[config.mk]
export PLATFORM = sky130hd
export DESIGN_NAME = lsu_ctrl
export DESIGN_NICKNAME = d
export VERILOG_FILES = /design/src/rtl/lsu_ctrl_pkg.sv /design/src/rtl/lsu_outs_fifo.sv /design/src/rtl/lsu_ctrl.sv
export SDC_FILE = /design/constraint.sdc
export NUM_CORES = 1
export LEC_CHECK = 0
export CAP_MARGIN = 20
export CORE_UTILIZATION = 30
export DETAILED_ROUTE_END_ITERATION = 7
export PLACE_DENSITY_LB_ADDON = 0.05
export SYNTH_ARGS = -nofsm -noshare
export SYNTH_HDL_FRONTEND = slang
export SYNTH_SLANG_ARGS = --single-unit
[constraint.sdc]
create_clock -name clk -period 2.1 [get_ports clk]
set_input_delay 0.525 -clock clk [delete_from_list [all_inputs] [get_ports clk]]
set_output_delay 0.525 -clock clk [all_outputs]
set_load 0.02 [all_outputs]
[src/rtl/lsu_ctrl_pkg.sv]
// Shared constants, size encodings and the outstanding-entry record for the load/store controller.
package lsu_ctrl_pkg;

  localparam int XLEN                = 32;
  localparam int DTCM_ADDR_WIDTH     = 16;
  localparam int ITAG_WIDTH          = 4;
  localparam int LSU_OUTS_DEPTH      = 2;
  localparam int LSU_OUTS_INFO_WIDTH = ITAG_WIDTH + 6;

  typedef enum logic [1:0] {
    LSU_SIZE_B  = 2'b00,
    LSU_SIZE_HW = 2'b01,
    LSU_SIZE_W  = 2'b10
  } lsu_size_e;

  typedef struct packed {
    logic [ITAG_WIDTH-1:0] itag;
    logic                  read;
    logic                  usign;
    logic [1:0]            size;
    logic [1:0]            addr;
  } lsu_info_t;

endpackage

[src/rtl/lsu_outs_fifo.sv]
// Two-entry outstanding-access FIFO; each entry is filled with SRAM read data one cycle after its push.
module lsu_outs_fifo #(
  parameter int INFO_W = 10,
  parameter int DATA_W = 32
) (
  input  logic              clk,
  input  logic              rst_n,
  input  logic              push,
  input  logic              push_read,
  input  logic [INFO_W-1:0] push_info,
  input  logic [DATA_W-1:0] fill_data,
  input  logic              pop,
  output logic              head_valid,
  output logic [INFO_W-1:0] head_info,
  output logic [DATA_W-1:0] head_data,
  output logic [1:0]        cnt
);

  logic [1:0]        valid_r;
  logic [1:0]        dfill_r;
  logic [INFO_W-1:0] info_r [2];
  logic [DATA_W-1:0] data_r [2];
  logic              wptr_r;
  logic              rptr_r;
  logic [1:0]        cnt_r;
  logic              fill_pend_r;
  logic              fill_idx_r;
  logic              fill_read_r;
  logic              head_fill_s;

  // Entry state, pointers, pending-fill tracking and occupancy count
  always_ff @(posedge clk or negedge rst_n) begin
    if (!rst_n) begin
      valid_r     <= 2'b00;
      dfill_r     <= 2'b00;
      wptr_r      <= 1'b0;
      rptr_r      <= 1'b0;
      cnt_r       <= 2'd0;
      fill_pend_r <= 1'b0;
      fill_idx_r  <= 1'b0;
      fill_read_r <= 1'b0;
      for (int i = 0; i < 2; i++) begin
        info_r[i] <= '0;
        data_r[i] <= '0;
      end
    end else begin
      if (push) begin
        valid_r[wptr_r] <= 1'b1;
        dfill_r[wptr_r] <= 1'b0;
        info_r[wptr_r]  <= push_info;
        wptr_r          <= ~wptr_r;
      end
      // Stores keep zero data so the write-back value needs no masking later
      if (fill_pend_r) begin
        dfill_r[fill_idx_r] <= 1'b1;
        data_r[fill_idx_r]  <= fill_read_r ? fill_data : '0;
      end
      if (pop) begin
        valid_r[rptr_r] <= 1'b0;
        rptr_r          <= ~rptr_r;
      end
      fill_pend_r <= push;
      fill_idx_r  <= wptr_r;
      fill_read_r <= push_read;
      case ({push, pop})
        2'b10:   cnt_r <= cnt_r + 2'd1;
        2'b01:   cnt_r <= cnt_r - 2'd1;
        default: cnt_r <= cnt_r;
      endcase
    end
  end

  // Head view; the entry being filled this cycle is presented straight from the SRAM
  always_comb begin
    head_fill_s = dfill_r[rptr_r] | (fill_pend_r & (fill_idx_r == rptr_r));
    head_valid  = valid_r[rptr_r] & head_fill_s;
    head_info   = info_r[rptr_r];
    if (dfill_r[rptr_r]) begin
      head_data = data_r[rptr_r];
    end else if (fill_read_r) begin
      head_data = fill_data;
    end else begin
      head_data = '0;
    end
  end

  assign cnt = cnt_r;

endmodule

[src/rtl/lsu_ctrl.sv]
// Load/store controller: issues DTCM accesses for AGU commands, tracks two outstanding accesses
// and returns aligned, extended load results to the AGU response and write-back ports.
module lsu_ctrl
  import lsu_ctrl_pkg::*;
(
  input  logic                         clk,
  input  logic                         rst_n,
  input  logic                         agu_cmd_valid,
  output logic                         agu_cmd_ready,
  input  logic [DTCM_ADDR_WIDTH-1:0]   agu_cmd_addr,
  input  logic                         agu_cmd_read,
  input  logic [XLEN-1:0]              agu_cmd_wdata,
  input  logic [XLEN/8-1:0]            agu_cmd_wmask,
  input  logic [ITAG_WIDTH-1:0]        agu_cmd_itag,
  input  logic                         agu_cmd_usign,
  input  logic [1:0]                   agu_cmd_size,
  output logic                         agu_rsp_valid,
  input  logic                         agu_rsp_ready,
  output logic                         dtcm_cs,
  output logic                         dtcm_we,
  output logic [DTCM_ADDR_WIDTH-3:0]   dtcm_addr,
  output logic [XLEN/8-1:0]            dtcm_wem,
  output logic [XLEN-1:0]              dtcm_din,
  input  logic [XLEN-1:0]              dtcm_dout,
  output logic                         lsu_o_valid,
  input  logic                         lsu_o_ready,
  output logic [XLEN-1:0]              lsu_o_wbck_wdat,
  output logic [ITAG_WIDTH-1:0]        lsu_o_wbck_itag,
  output logic                         lsu_o_wbck_read,
  output logic                         lsu_active
);

  logic            accept_s;
  logic            pop_s;
  logic            head_ok_s;
  logic [1:0]      cnt_s;
  lsu_info_t       push_info_s;
  lsu_info_t       head_info_s;
  logic [XLEN-1:0] head_data_s;
  logic [XLEN-1:0] sh_b_s;
  logic [XLEN-1:0] sh_h_s;

  assign agu_cmd_ready = (cnt_s < 2'(LSU_OUTS_DEPTH));
  assign accept_s      = agu_cmd_valid & agu_cmd_ready;

  assign dtcm_cs   = accept_s;
  assign dtcm_we   = ~agu_cmd_read;
  assign dtcm_addr = agu_cmd_addr[DTCM_ADDR_WIDTH-1:2];
  assign dtcm_wem  = agu_cmd_wmask & {(XLEN/8){~agu_cmd_read}};
  assign dtcm_din  = agu_cmd_wdata;

  assign push_info_s = '{itag:  agu_cmd_itag,
                         read:  agu_cmd_read,
                         usign: agu_cmd_usign,
                         size:  agu_cmd_size,
                         addr:  agu_cmd_addr[1:0]};

  lsu_outs_fifo #(
    .INFO_W (LSU_OUTS_INFO_WIDTH),
    .DATA_W (XLEN)
  ) u_outs_fifo (
    .clk        (clk),
    .rst_n      (rst_n),
    .push       (accept_s),
    .push_read  (agu_cmd_read),
    .push_info  (push_info_s),
    .fill_data  (dtcm_dout),
    .pop        (pop_s),
    .head_valid (head_ok_s),
    .head_info  (head_info_s),
    .head_data  (head_data_s),
    .cnt        (cnt_s)
  );

  // Both consumers must be ready together, so each valid is gated by the other side's ready
  assign lsu_o_valid   = head_ok_s & agu_rsp_ready;
  assign agu_rsp_valid = head_ok_s & lsu_o_ready;
  assign pop_s         = head_ok_s & lsu_o_ready & agu_rsp_ready;
  assign lsu_active    = (cnt_s != 2'd0);

  assign lsu_o_wbck_itag = head_info_s.itag;
  assign lsu_o_wbck_read = head_info_s.read;

  // Load data extraction and sign/zero extension of the head entry
  always_comb begin
    sh_b_s = head_data_s >> {head_info_s.addr, 3'b000};
    sh_h_s = head_data_s >> {head_info_s.addr[1], 4'b0000};
    if (!head_info_s.read) begin
      lsu_o_wbck_wdat = '0;
    end else begin
      case (head_info_s.size)
        LSU_SIZE_B:  lsu_o_wbck_wdat = {{(XLEN-8){~head_info_s.usign & sh_b_s[7]}}, sh_b_s[7:0]};
        LSU_SIZE_HW: lsu_o_wbck_wdat = {{(XLEN-16){~head_info_s.usign & sh_h_s[15]}}, sh_h_s[15:0]};
        default:     lsu_o_wbck_wdat = head_data_s;
      endcase
    end
  end

endmodule

==> impl_metrics.env <==
export IMPL_pre_cts_slack_ns=-1.051
export IMPL_cts_sinks=95
export IMPL_stdcell_count=975
export IMPL_grt_max_degree=86
export IMPL_synth_area_per_cell_um2=9.027
export IMPL_max_freq_mhz=341.9
export IMPL_gp_congestion=0.8044
export IMPL_routedWlPerCell_um=17.11
export IMPL_tightestPinTransition_ns=0.6323
export IMPL_yosys_warnings=0
export IMPL_overflow=0
export IMPL_drc=0
export IMPL_first_pass_iters=5
export IMPL_top_level_ports=190
export IMPL_vias=4740
export IMPL_postSynthCellCount=614
export IMPL_netlist_area_mm2=0.005543
export IMPL_cts_root_buf="clkbuf_16"
export IMPL_setup_tns_ns=-26.86
export IMPL_num_nets_final=839
export IMPL_hpwl_mm=11.45
export IMPL_cp_max_fo=7
export IMPL_via_per_inst=4.862
export IMPL_ir_worst_vdd_uv=374.2
export IMPL_synth_top_cell_by_area="dfrtp_1"
export IMPL_clock_path_buffers=2
export IMPL_startpoint="u_outs_fifo.rptr_r"
export IMPL_fp_dieArea_mm2=0.01902
export IMPL_syn_nets=712
export IMPL_grt_pass1_vias=4804
export IMPL_yosysUniqueCellTypes=45
export IMPL_hp_class="in -> async"
export IMPL_setup_violations=39
export IMPL_area_growth_pct=47.38
export IMPL_antenna_found_initial=0
export IMPL_r2r_start="u_outs_fifo.rptr_r"
export IMPL_netlist_area_leader_share=0.4289
export IMPL_ys_flop_type="dfrtp_1"
export IMPL_rsz0062_at_grt="yes"
export IMPL_slew_headroom=0.5785
export IMPL_fin_hold_ws_ns=0.01535
export IMPL_rows=49
export IMPL_clk_latency_ns=0.35
export IMPL_period_share=1.393
export IMPL_hold_violations=0
export IMPL_grt_usage=0.1802
export IMPL_period_minus_slack_ns=2.925
export IMPL_total_power_mw=3.724
export IMPL_drv_slew=0
export IMPL_crit_type="reg -> out"
export IMPL_dp_cells=932
export IMPL_layout_drive_gt1_share=0.3767
export IMPL_grt_pass1_wl_mm=25.83
export IMPL_skew_ns=0.005930
export IMPL_cts_clk_slew_worst_paths_ns=0.07
export IMPL_regToRegEndpoint="u_outs_fifo.cnt[1]"
export IMPL_cts_made_buffers=9
export IMPL_power_leakage_nw=3.630
export IMPL_coreArea_mm2=0.01802
export IMPL_drt_iter0_drc=135
export IMPL_h_tree_depth=3
export IMPL_cp_required_ns=1.57
export IMPL_start_util=0.3075
export IMPL_cap_violations=0
export IMPL_arrival_ns=2.40
export IMPL_fp_dieH_um=137.9
export IMPL_antenna_left=0
export IMPL_r2r_cells=9
export IMPL_endpoint="lsu_o_wbck_wdat[21]"
export IMPL_crit_path_start_kind="register"
export IMPL_p_per_area_mw_per_mm2=455.9
export IMPL_die_width_um=137.9
export IMPL_synth_edf_count=0
export IMPL_tritoncts="done"
export IMPL_r2r_setup_slack_ns=0.10
export IMPL_yosysSeqAreaShare=0.4289
export IMPL_drt_wl_total_mm=16.68
export IMPL_cp_end_kind="output port"
export IMPL_async_reset_ff_frac=1.000
export IMPL_synth_seq_cells=95
export IMPL_outcome="complete, but fails checks"
export IMPL_diodes=0
export IMPL_violations="setup timing"
export IMPL_hold_buffers=0
export IMPL_synth_area_top_cells="dfrtp_1 43%, o21ai_0 8.3%, nand2_1 8.1%"
export IMPL_fin_ws_ns=-0.8246
export IMPL_io_buffers=97
## flip-flops by register name, indices dropped and copies added (netlist names)
name	cells
u_outs_fifo.cnt	2
u_outs_fifo.fill_read_r	1
u_outs_fifo.fill_pend_r	1
u_outs_fifo.valid_r	2
u_outs_fifo.rptr_r	1
u_outs_fifo.fill_idx_r	1
u_outs_fifo.dfill_r	2
u_outs_fifo.data_r	64
u_outs_fifo.info_r	20
u_outs_fifo.wptr_r	1
## power by group
group          total [mW]  internal, mW  switching, mW
clock                1.65         0.930          0.718
sequential           1.83          1.83        0.00303
combinational       0.243         0.129          0.113
## cells in the mapped netlist (all sizes together), types with 2 or more instances
cell and n:
nand2 126, o21ai 102, dfrtp 95, buf 63
mux2 38, a21oi 25, clkbuf 23, mux2i 22
a211oi 21, nor2b 18, nor2 16, a22oi 15
inv 13, nand3 8, nor3 4, o211ai 4
xnor2 4, and2 3, o221ai 2
## per-stage QoR
stage | util | area, um2
global placement | 0.3941 | 7104
detailed placement | 0.3941 | 7104
finish | 0.4532 | 8169
CTS | 0.4384 | 7903
floorplan | - | 5664
global route | 0.4532 | 8169
## worst max-delay path, cell delays in order, from the launching register on
cell     delay, ns
dfrtp_2       0.52
buf_12        0.19
mux2_4        0.33
mux2i_4       0.23
o22ai_4       0.11
a22oi_4       0.21
buf_12        0.15
buf_12        0.13
nand2_2       0.05
buf_6         0.12
## metal layers
layer	vias up	GRT usage	part of all wire
met1	2239	0.2330	0.45
met5	-	0	0
met4	0	0.04167	0.013
met3	35	0.04751	0.055
met2	133	0.2989	0.48
li1	2333	-	-
## cells by family after synthesis
| group | after synthesis | synth area share |
|---|---|---|
| muxes | 60 | 0.1235 |
| buffers and inverters | 99 | 0.1086 |
| DFF | 95 | 0.4289 |
| AOI/OAI and AO/OA | 173 | 0.1867 |
| xor gates and xnor gates | 5 | 0.007900 |
| adders and majority gates | 1 | 0.002257 |
| and+or+nand+nor | 181 | 0.1422 |
## worst min path at each step
stage	from	endpoint	slack [ns]	depth (start not counted)
6_report	rst_n	u_outs_fifo.data_r[20]	0.02	1
4_1_cts	rst_n	u_outs_fifo.data_r[19]	0.0004	1
2_1_floorplan	rst_n	u_outs_fifo.cnt[0]	0.23	0
3_3_place_gp	rst_n	u_outs_fifo.data_r[20]	0.37	1
3_5_place_dp	rst_n	u_outs_fifo.data_r[20]	0.37	1
5_1_grt	rst_n	u_outs_fifo.data_r[19]	0.003	1
## final cells by class
| cell class | count | area [um2] |
|---|---|---|
| clock buffer | 10 | 229.0 |
| clock inverter | 6 | 66.31 |
| fill | 1708 | 9856 |
| inverter | 13 | 52.55 |
| multi-input combinational | 420 | 3014 |
| sequential | 95 | 2379 |
| tap | 229 | 286.5 |
| timing repair buffer | 202 | 2142 |
## layout by cell type, fill, tap and decap left out, types with 12 or more instances in the layout
cell | netlist | routed
buf_6 | 5 | 36
a211oi_1 | 21 | 16
o21ai_0 | 92 | 74
mux2i_1 | 19 | 15
buf_4 | 49 | 76
dfrtp_1 | 95 | 94
inv_1 | 13 | 12
nand2_1 | 119 | 116
mux2_2 | 35 | 24
nor2b_1 | 18 | 18
clkdlybuf4s50_1 | 0 | 50
a21oi_1 | 25 | 15
buf_12 | 0 | 18
mux2_4 | 2 | 14
## timing repair
item                                    CTS  global route
gates cloned                              4             1
endpoints found under the setup margin   46            43
setup buffers                            16             7
resized for setup                       260            50
pin swaps                                21             9
Power figures use the tool's default switching activity.
